<file path="src/rtl/counter.sv">
// counter: loadable down-counter with a registered terminal-count flag.
//
// Load restarts a count of CNT_INIT edges; K rises on the edge that takes the
// count from 1 to 0 and stays high until the next Load or Reset. Reset is
// asynchronous and active high.
//
// Optional build macro COUNTER_STATUS_EN adds the Count and Busy status
// ports. K timing does not depend on the macro.
module counter #(
  parameter int CNT_W    = 4,
  parameter int CNT_INIT = 8
) (
  input  logic             Clk,
  input  logic             Reset,
  input  logic             Load,
`ifdef COUNTER_STATUS_EN
  output logic [CNT_W-1:0] Count,
  output logic             Busy,
`endif
  output logic             K
);

  // Reject a load value that is zero or does not fit in the counter.
  if (CNT_INIT < 1 || CNT_INIT > (2**CNT_W) - 1) begin : g_bad_init
    $error("counter: CNT_INIT out of range for CNT_W");
  end

  typedef enum logic [1:0] {
    IDLE = 2'd0,
    RUN  = 2'd1,
    DONE = 2'd2
  } state_e;

  localparam logic [CNT_W-1:0] INIT_VAL = CNT_W'(CNT_INIT);
  localparam logic [CNT_W-1:0] ONE_VAL  = CNT_W'(1);

  state_e           state_q, state_d;
  logic [CNT_W-1:0] count_q, count_d;
  logic             k_q, k_d;

  // State, count and K registers; Reset clears them without a clock edge.
  always_ff @(posedge Clk or posedge Reset) begin
    if (Reset) begin
      state_q <= IDLE;
      count_q <= '0;
      k_q     <= 1'b0;
    end else begin
      state_q <= state_d;
      count_q <= count_d;
      k_q     <= k_d;
    end
  end

  // Next state: Load wins in every state; RUN counts down and flags DONE
  // on the 1 -> 0 step; IDLE and DONE simply hold.
  always_comb begin
    state_d = state_q;
    count_d = count_q;
    k_d     = k_q;
    if (Load) begin
      state_d = RUN;
      count_d = INIT_VAL;
      k_d     = 1'b0;
    end else begin
      unique case (state_q)
        IDLE: begin
          count_d = '0;
          k_d     = 1'b0;
        end
        RUN: begin
          // A zero count in RUN is unreachable; treat it like the last step
          // so the machine can never wrap.
          if (count_q == ONE_VAL || count_q == '0) begin
            state_d = DONE;
            count_d = '0;
            k_d     = 1'b1;
          end else begin
            count_d = count_q - ONE_VAL;
            k_d     = 1'b0;
          end
        end
        DONE: begin
          count_d = '0;
          k_d     = 1'b1;
        end
        default: begin
          state_d = IDLE;
          count_d = '0;
          k_d     = 1'b0;
        end
      endcase
    end
  end

  // K comes straight from its flop, so Load never reaches it combinationally.
  assign K = k_q;

`ifdef COUNTER_STATUS_EN
  assign Count = count_q;
  assign Busy  = (state_q == RUN);
`endif

endmodule

</file>
<file path="config.mk">
export PLATFORM = sky130hd
export DESIGN_NAME = counter
export DESIGN_NICKNAME = d
export VERILOG_FILES = /design/src/rtl/counter.sv
export SDC_FILE = /design/constraint.sdc
export NUM_CORES = 1
export LEC_CHECK = 0
export ABC_AREA = 1
export CAP_MARGIN = 5
export CELL_PAD_IN_SITES_DETAIL_PLACEMENT = 0
export CELL_PAD_IN_SITES_GLOBAL_PLACEMENT = 1
export CORE_AREA = 10 10 47 49
export CTS_CLUSTER_SIZE = 20
export DETAILED_ROUTE_END_ITERATION = 10
export DIE_AREA = 0 0 57 59
export PLACE_DENSITY_LB_ADDON = 0.1
export SYNTH_ARGS = -nofsm -noshare
export SYNTH_HDL_FRONTEND = slang
export SYNTH_SLANG_ARGS = --single-unit
</file>
<file path="constraint.sdc">
create_clock -name Clk -period 1.2 [get_ports Clk]
set_input_delay 0.3 -clock Clk [delete_from_list [all_inputs] [get_ports Clk]]
set_output_delay 0.3 -clock Clk [all_outputs]
set_load 0.005 [all_outputs]
</file>
# == Word level (Yosys, flattened, before mapping) ==
# Cells that the tools add are included.
# word_totals
register_bits,7
in_bits,3
out_inout_bits,1
# classes
addsub,1
n_eq_ne,5
muxes,9
reduce_logical,5
# ops
op,count
2-to-1 mux 4 bit,3
== test 4 x 1 -> 1 bit (second input constant),1
logical NOT 4 bit,1
2-to-1 mux 2 bit,2
one-hot mux 2 bit (2 select lines),1
subtractor 4 x 1 -> 4 bit (second input constant),1
inequality test 3 bit (second input constant),1
== test 2 x 1 -> 1 bit (second input constant),1
== test 2 bit (second input constant),1
logical NOT 2 bit,1
2-to-1 mux 1 bit,2
inequality test 2 x 1 -> 1 bit (second input constant),1
one-hot mux 1 bit (2 select lines),1
AND reduction 2 bit,1
OR reduction 2 bit,1
logical OR 1 bit,1

# == Depth between registers and ports, before layout ==
# logic_depth
word_depth,5
mapped_depth,7

# == Worst setup path after synthesis ==
# Ideal clock, no wire load.
# synth_path
path_kind,register -> register
startpoint,register state_q[0]
endpoint,register k_q (netlist: K)
setup_time_ns,0.073
arrival_ns,1.051
path_slack_ns,0.076
path_stages_with_launch,5
period_less_slack_ns,1.124
cell_sequence,dfrtp_1 inv_1 ha_1 or2_2 a21oi_2
# synth_between
elab_chain_cells,3
# synth_rtl
item,line,text
start: declaration,37,"state_e state_q, state_d;"
start signal: assignment,48,state_q <= state_d;
== test 2 bit / == test 2 x 1 -> 1 bit (equally long branches),65,unique case (state_q)
one-hot mux 1 bit (2 select lines) *,65,
2-to-1 mux 1 bit *,60,if (Load) begin
via k_d,39,"logic k_q, k_d;"
end signal: assignment,50,k_q <= k_d;
end: declaration,39,
# Mark *: on every way through the listed nets, which the timed path passes. The rest lies on a longest branch.
# A chain may end at the register's enable or synchronous reset.

# == Final worst setup path ==
# Ends and elaborated chain as after synthesis.

==> metrics.md <==
| Metric | Value |
|---|---|
| Status | `complete, no violations` |
| Total number of H-tree levels | `1` |
| Worst slack, placed | `-0.02449 ns` |
| Netlist cell types | `14` |
| Clock Path Buffers | `2` |
| DR vias | `302` |
| Mean Syn Cell Area | `8.306 um^2` |
| Yosys warning total | `0` |
| DP Area | `462.9 um^2` |
| Post-DP HPWL | `571.6 um` |
| PwrDens | `1412 nW/um^2` |
| Final hold viol count | `0` |
| Post-synthesis instance total | `47` |
| Ant diodes | `0` |
| Fin crit share | `97.07%` |
| Total Wirelength | `769 um` |
| Hold-fix buffers at CTS | `0` |
| Synth Cell Area | `390.4 um^2` |
| Clock skew | `0.001435 ns` |
| Achievable Freq | `0.8585 GHz` |
| Reg2reg setup slack | `0.04 ns` |
| R2R depth | `4` |
| Synth Register Bits | `7` |
| Most common cell after layout, fill and taps aside | `inv_1` |
| Ports | `4` |
| Detail Route Antenna Nets | `0` |
| Clock sinks | `7` |
| Critical path launch point type | `register` |
| Total global-route track usage | `5.291%` |
| Initial Utilization | `27.86%` |
| CP peak stage delay | `0.37 ns` |
| First-pass GRT wire length | `1380 um` |
| Leakage | `0.2672 nW` |
| Slew Viols, Final | `0` |
| Die area | `3363 um^2` |
| Final net count | `66` |
| CTS buffer count | `3` |
| Width of the chip | `57 um` |
| Clock root cell | `clkbuf_4` |
| CP Launch Point | `state_q[0]` |
| Final setup vio count | `0` |
| Peak supply drop | `640.7 uV` |
| Setup WS post-layout | `0.03519 ns` |
| Layout cells sized above 1 | `34.48%` |
| Worst Path Max Fanout | `2` |
| Die Y-Extent | `59 um` |
| PortBufs | `3` |
| Commonest non-fill, non-tap cells in the layout | `inv_1 (8), dfrtp_1 (7), nand2_1 (6), nor2_1 (4), buf_4 (4)` |
| CORE AREA | `1401 um^2` |
| Post-route cell area | `518.0 um^2` |
| Largest net degree at the start of global routing | `8` |
| Arr. time, crit path | `1.34 ns` |
| Crit. End Element | `register` |
| GPL Wtd Cong | `0.7902` |
| Initial drt markers | `5` |
| Post-Syn Nets | `54` |
| Vias in the first global route | `326` |
| # Max-Cap Violations | `0` |
| Grt ovf | `0` |
| Worst R2R Start | `state_q[0]` |
| Crit-path cells | `inv_2, ha_1, or2_2, a21oi_2` |
| Sequential share of the synthesized area | `44.87%` |
| Drt via density | `4.081` |
| Slew headroom | `80.91%` |
| # rows | `14` |
| Reg2reg end | `K` |
| Clk Latency, worst-skew pair | `0.25 ns` |
| Slowest CP cell | `dfrtp_1` |
| CP Class | `register to register` |
| CTS tree | `done` |
| Initial antenna violation count | `0` |
| Drt pass-1 iters | `4` |
| DR DRC count | `0` |
| Hold Crit Class | `input pin to async pin` |
| Worst Path Required | `1.38 ns` |
| WL per Instance | `10.39 um` |
| Syn-to-layout area delta | `32.69%` |
| Tmin final | `1.165 ns` |
| Layout fillers | `159` |
| Clock transition at the registers of the reported paths | `0.05 ns` |
| Slew @ Worst Pin | `0.2860 ns` |
-- stage by stage --
step | power (mW) | setup TNS (ns) | hold slack [ns] | utilization (%) | instances
after floorplan | 0.4321 | 0 | 0.1034 | - | 47
after global placement | 0.4887 | -0.008086 | 0.4486 | 33.04 | 69
after detailed placement | 0.4916 | -0.04445 | 0.4533 | 33.04 | 69
after CTS | 0.7110 | 0 | 0.2943 | 34.82 | 73
after global routing | 0.8045 | -0.004856 | 0.3086 | 36.96 | 74
final | 0.7314 | 0 | 0.2863 | 36.96 | 74
-- timing repair --
item | 4_1_cts | 5_1_grt
cloned | 0 | 0
setup endpoints to repair | 1 | 7
setup buffers | 0 | 1
resized for setup | 1 | 9
pin swaps | 0 | 2
-- how the worst max path moves through the flow --
stage / slack [ns] / endpoint
floorplan: 0.08 / K
global placement: -0.008 / K
detailed placement: -0.02 / K
CTS: 0.02 / K
global route: -0.005 / K
finish: 0.04 / K
-- report_power, final --
| group | total (mW) | leakage, nW | internal [mW] | switching (mW) |
|---|---|---|---|---|
| Combinational | 0.226 | 0.162 | 0.103 | 0.123 |
| Sequential | 0.291 | 0.0902 | 0.267 | 0.0247 |
| Clock | 0.215 | 0.0150 | 0.127 | 0.0876 |
| Total | 0.731 | 0.267 | 0.496 | 0.235 |
-- cells by family after synthesis --
logic type | Yosys count | synth area share, %
buf+inv | 11 | 10.58
simple gates | 19 | 21.16
fa+ha+maj | 4 | 12.82
compound gates | 5 | 8.333
xor+xnor | 1 | 2.244
flops | 7 | 44.87
-- sequential cells by signal (all words and copies together), names as in the netlist --
signal and flops:
count_q 4, K 1, state_q 2
-- layer usage --
layer	GRT usage [%]	routed length [um]	vias to the layer above
met4	2.013	0	0
met3	3.433	43	0
met5	0	0	-
li1	-	-	164
met2	8.062	371	8
met1	5.755	354	130
-- synthesized netlist by cell type, drive strengths merged --
library cell  count  area share, %
inv              11             11
nand2             9            9.3
dfrtp             7             45
nor2              6            6.4
ha                4             13
a21oi             3            4.8
nand3             3            3.8
o21ai             2            3.5
or2               1            1.6
xnor2             1            2.2
-- worst max-delay path: cells and delay by family, from the launching register on --
kind / cells / cell delay [ns]
fa+ha+maj: 1 / 0.29
buf+inv: 1 / 0.06
compound gates: 1 / 0.10
flops: 1 / 0.37
simple gates: 1 / 0.28
-- layout make-up --
cell class | instances | area (um^2) | share of cell area [%]
inverter | 11 | 41.29 | 7.971
sequential | 7 | 175.2 | 33.82
tap | 16 | 20.02 | 3.865
clock buffer | 4 | 26.28 | 5.072
timing repair buffer | 7 | 58.81 | 11.35
multi-input combinational | 29 | 196.4 | 37.92
(Power assumes the default switching activity.)
